$ cat config.mk
export PLATFORM = sky130hd
export DESIGN_NAME = word_multiplier
export DESIGN_NICKNAME = d
export VERILOG_FILES = /design/src/rtl/word_multiplier.sv
export SDC_FILE = /design/constraint.sdc
export NUM_CORES = 1
export LEC_CHECK = 0
export ABC_AREA = 1
export CAP_MARGIN = 20
export CORE_ASPECT_RATIO = 1.1
export CORE_MARGIN = 3
export CORE_UTILIZATION = 45
export DETAILED_ROUTE_END_ITERATION = 7
export PLACE_DENSITY = 0.73
export SLEW_MARGIN = 20
export SYNTH_ARGS = -nofsm -noshare
export SYNTH_HDL_FRONTEND = slang
export SYNTH_SLANG_ARGS = --single-unit
$ cat constraint.sdc
create_clock -name clk -period 7.5 [get_ports clk]
set_input_delay 1.5 -clock clk [delete_from_list [all_inputs] [get_ports clk]]
set_output_delay 1.5 -clock clk [all_outputs]
set_load 0.05 [all_outputs]
$ cat src/rtl/word_multiplier.sv
// Multi-cycle unsigned shift-add multiplier. It feeds a register_word through WE/out.
// Optional `WORD_MULTIPLIER_EARLY_TERM_EN: finish as soon as no multiplier bits remain.
module word_multiplier #(
  parameter int WIDTH = 20,
  parameter int CNT_W = 5
) (
  input  logic             clk,
  input  logic             rst,
  input  logic             start,
  input  logic [WIDTH-1:0] a,
  input  logic [WIDTH-1:0] b,
  output logic             busy,
  output logic             done,
  output logic             WE,
  output logic [WIDTH-1:0] out,
  output logic [WIDTH-1:0] hi,
  output logic             ovf
);

  typedef enum logic [1:0] {IDLE, RUN, DONE} state_t;

  localparam logic [CNT_W-1:0] LAST_CNT = CNT_W'(WIDTH - 1);

  state_t             state, state_nx;
  logic [2*WIDTH-1:0] acc, mcand, sum;
  logic [WIDTH-1:0]   mult, mult_nx;
  logic [CNT_W-1:0]   count;
  logic               last, load;

  always_comb begin
    sum     = mult[0] ? acc + mcand : acc;
    mult_nx = mult >> 1;
`ifdef WORD_MULTIPLIER_EARLY_TERM_EN
    last    = (count == LAST_CNT) || (mult_nx == '0);
`else
    last    = (count == LAST_CNT);
`endif
  end

  // The exit edge of DONE also accepts start, so a held start restarts every WIDTH+1 edges.
  assign load = start && ((state == IDLE) || (state == DONE));

  always_comb begin
    state_nx = state;
    case (state)
      IDLE:    if (start) state_nx = RUN;
      RUN:     if (last) state_nx = DONE;
      DONE:    state_nx = start ? RUN : IDLE;
      default: state_nx = IDLE;
    endcase
  end

  assign busy = (state != IDLE);
  assign done = (state == DONE);
  assign WE   = done;

  always_ff @(posedge clk or posedge rst) begin
    if (rst) begin
      state <= IDLE;
      acc   <= '0;
      mcand <= '0;
      mult  <= '0;
      count <= '0;
      out   <= '0;
      hi    <= '0;
      ovf   <= 1'b0;
    end else begin
      state <= state_nx;
      if (load) begin
        acc   <= '0;
        mcand <= {{WIDTH{1'b0}}, a};
        mult  <= b;
        count <= '0;
      end else if (state == RUN) begin
        acc   <= sum;
        mcand <= mcand << 1;
        mult  <= mult_nx;
        count <= count + CNT_W'(1);
        if (last) begin
          out <= sum[WIDTH-1:0];
          hi  <= sum[2*WIDTH-1:WIDTH];
          ovf <= |sum[2*WIDTH-1:WIDTH];
        end
      end
    end
  end

endmodule
==> results of run 1 <==
[kinds of logic (layout without fill, tap and decap cells)]
logic type | Yosys count | after routing
DFF | 148 | 148
and+or+nand+nor | 638 | 638
adders and majority gates | 41 | 41
AOI/OAI and AO/OA | 204 | 204
buffers and inverters | 291 | 375
xor gates and xnor gates | 17 | 17
[metrics by stage]
step                cells  hold WS, ns  area, um2
finish               1675        0.482      11000
global route         1675        0.498      11000
CTS                  1675        0.487      11000
detailed placement   1643        0.472      10400
global placement     1643        0.466      10400
floorplan            1339        0.472       9380
[final cells by class]
class | count | area (um2) | area share, %
clock inverter | 13 | 148 | 1.34
timing repair buffer | 93 | 917 | 8.31
clock buffer | 19 | 443 | 4.01
multi-input combinational | 900 | 4570 | 41.4
sequential | 148 | 3700 | 33.6
inverter | 250 | 943 | 8.55
tap | 252 | 315 | 2.86
[critical path, stage by stage (launching register included)]
cell and delay, ns:
sky130_fd_sc_hd__dfrtp_1 0.36, sky130_fd_sc_hd__inv_1 0.06, sky130_fd_sc_hd__nor2_1 0.16, sky130_fd_sc_hd__clkdlybuf4s50_1 0.84
[flip-flops by register name, indices dropped and copies added, names as in the netlist]
register / flops
acc: 40
count: 5
hi: 20
mcand: 40
mult: 20
out: 20
ovf: 1
state: 2
[per-layer routing]
| layer | part of all wire (%) | vias to the layer above | GRT usage, % |
|---|---|---|---|
| li1 | - | 4375 | - |
| met1 | 45 | 4070 | 30.7 |
| met2 | 47 | 226 | 38.2 |
| met3 | 5.1 | 37 | 3.59 |
| met4 | 2.1 | 0 | 7.62 |
| met5 | 0 | - | 0 |
[power groups by stage]
stage               Combinational (mW)  Sequential (mW)  Clock (mW)
global route                      3.97             1.43       0.911
global placement                  3.44             1.38           0
detailed placement                3.51             1.39           0
CTS                               3.53             1.38       0.873
finish                            3.53             1.38       0.863
floorplan                         2.31             1.65           0
[cells in the final DEF (no fill, tap or decap), types with 3 or more instances in the layout]
master and n:
sky130_fd_sc_hd__nor3_2 3, sky130_fd_sc_hd__inv_6 5, sky130_fd_sc_hd__inv_1 243, sky130_fd_sc_hd__o221ai_1 27
sky130_fd_sc_hd__nand2_2 13, sky130_fd_sc_hd__o22ai_1 44, sky130_fd_sc_hd__nor2_2 14, sky130_fd_sc_hd__nor3_1 5
sky130_fd_sc_hd__a21o_1 3, sky130_fd_sc_hd__clkdlybuf4s50_1 86, sky130_fd_sc_hd__nand2_1 446, sky130_fd_sc_hd__clkinvlp_4 4
sky130_fd_sc_hd__nor2_1 61, sky130_fd_sc_hd__nor2_4 4, sky130_fd_sc_hd__inv_2 5, sky130_fd_sc_hd__xnor2_1 5
sky130_fd_sc_hd__o21ai_0 84, sky130_fd_sc_hd__nand3_1 72, sky130_fd_sc_hd__ha_1 40, sky130_fd_sc_hd__o211ai_1 3
sky130_fd_sc_hd__clkbuf_16 17, sky130_fd_sc_hd__nand3_2 5, sky130_fd_sc_hd__dfrtp_1 148, sky130_fd_sc_hd__buf_4 6
sky130_fd_sc_hd__a21oi_1 30, sky130_fd_sc_hd__nand4_1 11, sky130_fd_sc_hd__xor2_1 12
[worst paths after layout]
check / startpoint / to / slack, ns / cells after the start
setup / recovery: state[1] / done / 4.16 / 3
hold / removal: out[7] / out[7] / 0.48 / 2
min in group asynchronous: rst / hi[16] / 1.53 / 2
max in group asynchronous: rst / out[9] / 4.86 / 3
hold reg to reg: out[7] / out[7] / 0.48 / 2
setup reg to reg: mcand[0] / ovf / 4.31 / 16
==> impl_summary.txt, run 1 <==
----------------------------------------------------
[Clocking]
  Number of CTS-inserted buffers ... 17
  Number of buffers between clock root and the deepest sink ... 2
  Clock network latency to the later pin of the worst-skew pair ... 0.43 ns
  Clock tree from TritonCTS ... yes
  Clock Root Buffer ... sky130_fd_sc_hd__clkbuf_16
  Sink count of the clock tree ... 148
  Count of buffers added by post-CTS timing repair for setup ... 0
  Post-CTS Hold Buffers ... 0
  Reg clk slew, reported paths ... 0.07 ns
  Maximum level of the CTS H-tree ... 4
  Count of cells resized by post-cts repair ... 0

[Yosys]
  Area fraction in and, or, nand and nor cells after synthesis ... 28.5%
  Post-Synth Adder-Cell Area ... 5.55%
  Flip-flop and latch count after synthesis ... 148
  Portion of netlist area occupied by mux cells ... 0%
  Post-synth top cells ... 447 x sky130_fd_sc_hd__nand2_1, 245 x sky130_fd_sc_hd__inv_1, 148 x sky130_fd_sc_hd__dfrtp_1
  Compound-Gate Fraction of Synth Area ... 13.0%
  Xor and xnor area share after synthesis ... 1.59%
  Fraction of synthesis flops using an asynchronous set or reset pin ... 100%
  Count of mapped cells out of synthesis ... 1339
  Count of different cell masters after synthesis ... 39
  Cell with the most instances after synthesis ... sky130_fd_sc_hd__nand2_1
  Dominant combinational cell family by area after synthesis ... simple AND/OR/NAND/NOR gates
  Number of warnings reported in the yosys synthesis log ... 0
  Post-synthesis sequential area ratio ... 39.5%
  Number of flops mapped to enable cells by yosys ... 0
  Share of Yosys cell area claimed by the top area cell type ... 39.5%
  Syn_nets ... 1423
  Top area cells in the synthesized netlist ... sky130_fd_sc_hd__dfrtp_1 40%, sky130_fd_sc_hd__nand2_1 18%, sky130_fd_sc_hd__inv_1 9.8%, sky130_fd_sc_hd__ha_1 5.3%, sky130_fd_sc_hd__o21ai_0 4.5%
  Cell area after technology mapping ... 9380 um2
  Main synth FF type ... sky130_fd_sc_hd__dfrtp_1
  Average size of a mapped cell ... 7.00 um2
  Most area-hungry cell type in the Yosys netlist ... sky130_fd_sc_hd__dfrtp_1

[Pwr]
  Comb pwr share ... 61.1%
  Switching power of the nets ... 2.95 mW
  Leakage power of the design ... 5.71 nW
  Worst ir drop on vdd ... 0.264 mV
  Sw frac ... 51.1%
  Cell-internal power ... 2.83 mW
  Sequential cell fraction of total power ... 24.0%
  Fraction of power consumed by the clock network ... 14.9%
  Pwr Total ... 5.78 mW
  Total power divided by cell area ... 524 nW/um2

[Final layout]
  Antenna cell count ... 0
  Proportion of layout cells with a drive suffix above 1 ... 6.11%
  Area overhead of the layout relative to synthesis ... 17.7%
  Number of inserted filler cells in the final layout ... 1974
  Final core utilization ... 54.8%
  Post-layout net count ... 1494

[Worst setup path]
  Startpoint Class ... flop
  Arrival time at the worst endpoint ... 1.84 ns
  Type of the worst setup path ... reg2out
  Crit end category ... output port
  Required time at the worst-slack endpoint ... 6.00 ns
  CP Max Fanout ... 2

[Drt]
  Vias after detailed routing ... 8708
  Wire per inst ... 14.9 um
  Number of remaining DRC errors ... 0
  Number of DRC markers after the initial detailed-route iteration ... 613
  Remaining antenna violation count after routing ... 0
  Total Routed Length ... 25000 um
  Number of iterations in the first detailed-routing pass ... 5
  Post-DR vias/cell ... 5.20

[Floorplanning]
  Die Wd ... 144 um
  Floorplan die height ... 157 um
  Count of pins on the block boundary ... 87
  Starting Density ... 46.6%
  Core Box Area ... 20100 um2
  Num rows ... 54
  Total Die Area ... 22600 um2

[STA]
  Remaining max-slew budget at the tightest pin ... 35.2%
  Setup repair after global routing missed its margin ... false
  Highest clock frequency the design can meet ... 299 MHz
  Final worst-path cycle share ... 44.6%
  Shortest clock period the worst path allows after layout ... 3.34 ns
  Setup tns final ... 0 ns
  Slew Viols, Final ... 0
  Setup skew after layout ... 0.00765 ns
  Measured slew at the worst slew-check pin ... 0.970 ns
  Setup Viol. Count Final ... 0
  Worst setup slack after layout ... 4.16 ns
  Total count of hold-check failures in the final report ... 0

[Placed design]
  Port Buffer Count ... 86
  Final weighted congestion of routability-driven global placement ... 0.957
  Worst setup slack after placement ... 3.99 ns
  HPWL after DPL ... 18400 um

[Global routing]
  Global-route wire length before repair ... 41300 um
  Overflow left after global routing ... 0
  Tot GR Track Use ... 23.0%
  Antenna violations before repair ... 0
  Number of global-route vias before repair ... 8382
  Pin count of the biggest net entering global routing ... 89

[Run]
  Max-Cap Viols ... 0

[Min path]
  Type of the tightest min-delay check ... reg2reg

[Outcome]
  Run status ... finished clean

----------------------------------------------------
(Power assumes the default switching activity.)
==> run 2: changes to the inputs <==
- PLACE_DENSITY: 0.73 -> 0.76
- clock period: 7.5 -> 2.81 ns (I/O delays scaled with it)
==> run 2 against run 1 <==
  * Sequential share of layout area fell by 1.5 points
  * Register-to-register slack got worse by 4.2 ns
  * Wire length up 6.5%
  * Worst hold slack got worse by 0.0041 ns
  * Power rose to 2.9 times the previous value
  * Cell area up 4.7%
  * Critical endpoint is now ovf
  * Largest cell class unchanged
==> impl_summary.txt, run 2 (same netlist as run 1, synthesis figures left out) <==
----------------------------------------------------
[Drt]
  Vias after detailed routing ... 8746
  Post-DR vias/cell ... 5.14
  Number of iterations in the first detailed-routing pass ... 6
  Remaining antenna violation count after routing ... 0
  Total Routed Length ... 26700 um
  Number of DRC markers after the initial detailed-route iteration ... 640
  Number of remaining DRC errors ... 0
  Wire per inst ... 15.7 um

[Placed design]
  Port Buffer Count ... 86
  HPWL after DPL ... 20000 um
  Placed standard-cell area ... 10700 um2
  Worst setup slack after placement ... -0.199 ns
  Final weighted congestion of routability-driven global placement ... 1.07

[STA]
  Total count of hold-check failures in the final report ... 0
  Setup Viol. Count Final ... 0
  Final worst-path cycle share ... 95.0%
  Worst setup slack after layout ... 0.141 ns
  Setup tns final ... 0 ns
  Highest clock frequency the design can meet ... 375 MHz
  Setup skew after layout ... 0.0133 ns
  Shortest clock period the worst path allows after layout ... 2.67 ns
  Remaining max-slew budget at the tightest pin ... 59.3%
  Worst slack on hold paths ... 0.478 ns
  Slew Viols, Final ... 0
  Measured slew at the worst slew-check pin ... 0.610 ns

[Pwr]
  Worst ir drop on vdd ... 0.599 mV
  Total power divided by cell area ... 1430 nW/um2
  Switching power of the nets ... 8.31 mW
  Leakage power of the design ... 5.91 nW
  Cell-internal power ... 8.21 mW
  Comb pwr share ... 61.9%
  Sw frac ... 50.3%
  Sequential cell fraction of total power ... 22.7%
  Fraction of power consumed by the clock network ... 15.5%

[Floorplanning]
  Num rows ... 54
  Total Die Area ... 22600 um2
  Starting Density ... 46.6%
  Core Box Area ... 20100 um2
  Floorplan die height ... 157 um
  Count of pins on the block boundary ... 87
  Die Wd ... 144 um

[Final layout]
  Largest registers ... acc: 40 flops, mcand: 40 flops
  Antenna cell count ... 0
  Most common library cell in the layout ignoring fill and taps ... sky130_fd_sc_hd__nand2_1
  Cell area after layout ... 11600 um2
  Flip-flop and latch area ... 3700 um2
  Area overhead of the layout relative to synthesis ... 23.3%
  Post-layout net count ... 1520
  Commonest cells after routing, fill and taps aside ... 431 x sky130_fd_sc_hd__nand2_1, 243 x sky130_fd_sc_hd__inv_1, 148 x sky130_fd_sc_hd__dfrtp_1
  Proportion of layout cells with a drive suffix above 1 ... 11.0%
  Number of inserted filler cells in the final layout ... 1895
  Multi-input gate area ... 4790 um2

[Global routing]
  Global-route wire length before repair ... 44000 um
  Tot GR Track Use ... 24.7%
  Antenna violations before repair ... 0
  Number of global-route vias before repair ... 8725
  Overflow left after global routing ... 0
  Pin count of the biggest net entering global routing ... 86

[Worst setup path]
  Cells traversed along the worst timing path ... ha_2 -> fa_2 -> nand2_2 -> nor2_2 -> nand2_1 -> nand3_2 -> nand2_1 -> nand3_1 -> nand2_1 -> nand3_1 -> nand2_2 -> nand2_1 -> nor2_1 -> nand2_1 -> nor2_2 -> nand3_1 -> nor2_1 -> nor2_1
  Worst path buffer plus inverter count ... 0
  Worst path top cell family by delay ... simple AND/OR/NAND/NOR gates
  Startpoint Class ... flop
  Worst path slowest cell ... sky130_fd_sc_hd__dfrtp_1
  Most common cell type on the critical path ... sky130_fd_sc_hd__nand2_1
  Arrival time at the worst endpoint ... 3.00 ns
  Type of the worst setup path ... reg2reg
  CP Max Fanout ... 5
  Crit end category ... flop
  Required time at the worst-slack endpoint ... 3.14 ns
  Largest stage delay on the critical path ... 0.39 ns

[Clocking]
  Clock Root Buffer ... sky130_fd_sc_hd__clkbuf_16
  Number of CTS-inserted buffers ... 17
  Clock network latency to the later pin of the worst-skew pair ... 0.44 ns
  Sink count of the clock tree ... 148
  Number of buffers between clock root and the deepest sink ... 2
  Reg clk slew, reported paths ... 0.06 ns
  Clock tree from TritonCTS ... yes
  Maximum level of the CTS H-tree ... 4

[Run]
  Max-Cap Viols ... 0

[Min path]
  Type of the tightest min-delay check ... reg2reg

[Outcome]
  Run status ... finished clean

----------------------------------------------------
==> run 2: cell count changes in the layout (fill, tap and decap cells not counted), moves of 6 or more <==
cell and delta:
sky130_fd_sc_hd__nor2_1 -6, sky130_fd_sc_hd__ha_4 +7, sky130_fd_sc_hd__nand3_1 -6, sky130_fd_sc_hd__nand2_2 +15, sky130_fd_sc_hd__buf_4 +23, sky130_fd_sc_hd__ha_1 -12
sky130_fd_sc_hd__nand2_1 -15
==> run 2: what timing repair did <==
item / in CTS / in global routing
resized for setup: 7 / 41
setup endpoints to repair: 1 / 1
buffers inserted: 0 / 3
hold buffers: 0 / 0
pin swaps: 1 / 4
==> run 2: final timing paths <==
kind                            cells after the start  slack (ns)   start        to
min in group asynchronous                           3        0.58     rst  count[0]
worst min-delay path                                2        0.48   hi[2]     hi[2]
worst max-delay path                               18        0.14  acc[0]       ovf
worst min register to register                      2        0.48   hi[2]     hi[2]
worst max register to register                     18        0.14  acc[0]       ovf
max in group asynchronous                           3        1.80     rst   acc[26]
==> run 2: cell type report <==
cell class	count	share of cell area, %
clock buffers	18	3.80
flip-flops and latches	148	32.0
well taps	252	2.73
multi-input cells	900	41.4
clock inverters	14	1.81
inverters	250	8.15
repair buffers	119	10.0
==> run 2: stage by stage <==
stage	util [%]	std cells	power [mW]
floorplan	-	1339	10.6
detailed placement	53.0	1666	13.4
finish	57.4	1701	16.5
CTS	56.3	1698	16.1
global placement	53.0	1666	13.3
global route	57.4	1701	17.9
==> run 2: power groups by stage <==
stage          Clock [mW]  Sequential, mW  Combinational, mW
2_1_floorplan           0            4.41               6.16
3_5_place_dp            0            3.72               9.72
5_1_grt              2.67            3.86               11.4
4_1_cts              2.59            3.69               9.80
3_3_place_gp            0            3.68               9.62
6_report             2.56            3.74               10.2
==> run 2: tightest hold or removal path, stage by stage, from the launching register on <==
cell and delay (ns):
sky130_fd_sc_hd__dfrtp_1 0.34, sky130_fd_sc_hd__nand2_1 0.05, sky130_fd_sc_hd__o21ai_0 0.05
==> run 2: routing by layer <==
| metal | track usage, % | vias up | wire length, um |
|---|---|---|---|
| met5 | 0 | - | 0 |
| met4 | 8.21 | 0 | 740 |
| met3 | 4.74 | 44 | 1370 |
| met2 | 39.5 | 251 | 12200 |
| met1 | 33.7 | 4009 | 12300 |
| li1 | - | 4442 | - |
==> run 3: changes to the inputs <==
- CELL_PAD_IN_SITES_DETAIL_PLACEMENT: unset -> 1
- CELL_PAD_IN_SITES_GLOBAL_PLACEMENT: unset -> 1
- CORE_UTILIZATION: 45 -> 38
- PLACE_DENSITY: 0.76 -> 0.85
- SETUP_SLACK_MARGIN: unset -> 0.15
==> run 3 against run 2 <==
  * Critical path depth is the same
  * Combinational power is 18% higher
  * Maximum frequency is 1.3% higher
  * Clock skew rose by 0.0042 ns
  * Clock power shrank 6%
  * Register-to-register slack improved by 0.03 ns
  * Via count up 8.7%
  * Non-clock buffer count increased by 18
  * Critical endpoint unchanged
  * Largest cell class unchanged
  * Largest power group unchanged
==> impl_summary.txt, run 3 (same netlist as run 1, synthesis figures left out) <==
----------------------------------------------------
[Worst setup path]
  Crit Reg-Reg Startpoint ... mcand[1]
  Largest stage delay on the critical path ... 0.44 ns
  CP Max Fanout ... 4
  Worst setup slack for register-to-register paths ... 0.17 ns
  Cells traversed along the worst timing path ... buf_4 -> fa_2 -> nand3_2 -> nand3_4 -> nand2_4 -> nand2_4 -> nand2_2 -> nand2_2 -> nand2_2 -> nand3_1 -> nand3_1 -> nand2_1 -> nor2_1 -> nand2_1 -> nor2_1 -> nand3_1 -> nor2_1 -> nor2_1
  Number of cells traversed by the worst register-to-register path ... 18
  Crit end category ... flop
  Arrival time at the worst endpoint ... 2.97 ns
  Required time at the worst-slack endpoint ... 3.15 ns
  Most common cell type on the critical path ... sky130_fd_sc_hd__nor2_1
  Type of the worst setup path ... reg2reg
  Startpoint Class ... flop
  Worst path top cell family by delay ... simple AND/OR/NAND/NOR gates
  Worst path slowest cell ... sky130_fd_sc_hd__dfrtp_1
  Destination of the worst register-to-register timing path ... ovf
  Worst path buffer plus inverter count ... 1

[STA]
  Worst setup slack after layout ... 0.174 ns
  Setup skew after layout ... 0.0175 ns
  Measured slew at the worst slew-check pin ... 0.699 ns
  Slew Viols, Final ... 0
  Setup tns final ... 0 ns
  Highest clock frequency the design can meet ... 379 MHz
  Total count of hold-check failures in the final report ... 0
  Final worst-path cycle share ... 93.8%
  Remaining max-slew budget at the tightest pin ... 53.4%
  Setup Viol. Count Final ... 0
  Setup repair after global routing missed its margin ... false
  Shortest clock period the worst path allows after layout ... 2.64 ns

[Pwr]
  Sequential cell fraction of total power ... 21.6%
  Cell-internal power ... 8.71 mW
  Total power divided by cell area ... 1500 nW/um2
  Sw frac ... 52.6%
  Leakage power of the design ... 6.02 nW
  Switching power of the nets ... 9.67 mW
  Worst ir drop on vdd ... 0.684 mV
  Fraction of power consumed by the clock network ... 13.1%
  Pwr Total ... 18.4 mW
  Comb pwr share ... 65.3%

[Clocking]
  Sink count of the clock tree ... 148
  Maximum level of the CTS H-tree ... 4
  Reg clk slew, reported paths ... 0.07 ns
  Clock tree from TritonCTS ... yes
  Number of buffers between clock root and the deepest sink ... 2
  Number of CTS-inserted buffers ... 17
  Clock network latency to the later pin of the worst-skew pair ... 0.45 ns
  Clock Root Buffer ... sky130_fd_sc_hd__clkbuf_16

[Floorplanning]
  Num rows ... 59
  Starting Density ... 39.1%
  Die Wd ... 156 um
  Core Box Area ... 24000 um2
  Count of pins on the block boundary ... 87
  Floorplan die height ... 171 um
  Total Die Area ... 26600 um2

[Drt]
  Remaining antenna violation count after routing ... 0
  Total Routed Length ... 34800 um
  Routed length on met2 ... 17500 um
  Uppermost routed layer ... met4
  Wire per inst ... 19.7 um
  Post-DR vias/cell ... 5.37
  Detailed-route wire length on metal 1 ... 14500 um
  Detail Route met3 WL ... 1460 um
  Number of DRC markers after the initial detailed-route iteration ... 669
  Vias after detailed routing ... 9510
  Number of iterations in the first detailed-routing pass ... 5
  Number of remaining DRC errors ... 0

[Placed design]
  HPWL after DPL ... 23500 um
  Worst setup slack after placement ... -0.280 ns
  Final weighted congestion of routability-driven global placement ... 0.922
  Port Buffer Count ... 86
  Placed standard-cell area ... 10700 um2

[Global routing]
  Number of global-route vias before repair ... 9629
  Pin count of the biggest net entering global routing ... 50
  Overflow left after global routing ... 0
  Tot GR Track Use ... 24.0%
  Antenna violations before repair ... 0
  Global-route wire length before repair ... 50500 um

[Outcome]
  Run status ... finished clean

[Final layout]
  Largest registers ... acc: 40 flops, mcand: 40 flops
  Proportion of layout cells with a drive suffix above 1 ... 17.0%
  Antenna cell count ... 0
  Final core utilization ... 51.1%
  Most common library cell in the layout ignoring fill and taps ... sky130_fd_sc_hd__nand2_1
  Post-layout net count ... 1538
  Number of inserted filler cells in the final layout ... 2961
  Commonest cells after routing, fill and taps aside ... 403 x sky130_fd_sc_hd__nand2_1, 242 x sky130_fd_sc_hd__inv_1, 146 x sky130_fd_sc_hd__dfrtp_1
  Cell area after layout ... 12300 um2
  Area overhead of the layout relative to synthesis ... 30.9%

[Min path]
  Hold-critical path depth ... 2
  Hold path endpoint ... out[16]
  Type of the tightest min-delay check ... reg2reg
  Launch point of the worst hold path ... out[16]

[Run]
  Max-Cap Viols ... 0

----------------------------------------------------
run 3: changes by cell type in the layout (fill, tap and decap cells not counted), moves of 6 or more:
cell / change
sky130_fd_sc_hd__nor2_1: -9
sky130_fd_sc_hd__nand2_2: +21
sky130_fd_sc_hd__nand2_1: -28
sky130_fd_sc_hd__nor2_4: +9
sky130_fd_sc_hd__ha_4: +25
sky130_fd_sc_hd__ha_1: -21
sky130_fd_sc_hd__nand3_1: -6
sky130_fd_sc_hd__nand2_4: +7
sky130_fd_sc_hd__buf_4: +18
run 3: worst max path at each step:
stage,from,endpoint,depth (start not counted)
detailed placement,acc[0],ovf,18
global route,acc[3],ovf,19
floorplan,rst,acc[0],1
global placement,acc[0],ovf,18
finish,mcand[1],ovf,18
CTS,acc[0],ovf,18
run 3: through the flow:
step                      hold slack, ns  instances
after floorplan                    0.472       1339
after global routing               0.514       1771
after CTS                          0.489       1751
after detailed placement           0.474       1719
final                              0.483       1771
after global placement             0.468       1719
run 3: routing by layer:
metal  vias to the layer above  global-route usage (%)
met5                         -                       0
met4                         0                    9.37
met3                        82                    3.72
met2                       254                    41.2
met1                      4704                    30.5
li1                       4470                       -
run 3: worst min-delay path: stages (launching register included):
cell and delay [ns]:
sky130_fd_sc_hd__dfrtp_1 0.34, sky130_fd_sc_hd__nand2_1 0.05, sky130_fd_sc_hd__o21ai_0 0.06
run 3: layout make-up:
cell class / instances / area [um2] / share of cell area (%)
Sequential cell: 148 / 3710 / 30.2
Multi-Input combinational cell: 900 / 5360 / 43.7
Clock buffer: 17 / 425 / 3.47
Clock inverter: 14 / 163 / 1.33
Timing Repair Buffer: 137 / 1290 / 10.5
Inverter: 250 / 942 / 7.68
Tap cell: 305 / 382 / 3.11
run 3: power by group through the flow:
| stage | sequential [mW] | combinational [mW] | clock, mW |
|---|---|---|---|
| CTS | 3.74 | 10.3 | 2.42 |
| finish | 3.97 | 12.0 | 2.40 |
| global placement | 3.68 | 9.66 | 0 |
| floorplan | 4.41 | 6.16 | 0 |
| detailed placement | 3.75 | 9.96 | 0 |
| global route | 4.07 | 13.0 | 2.51 |
run 3: what timing repair did:
item                                    4_1_cts  5_1_grt
buffers inserted                              1       20
hold buffers                                  0        0
endpoints found under the setup margin       11        8
gates resized for setup                      27      133
pin swaps                                     4       30
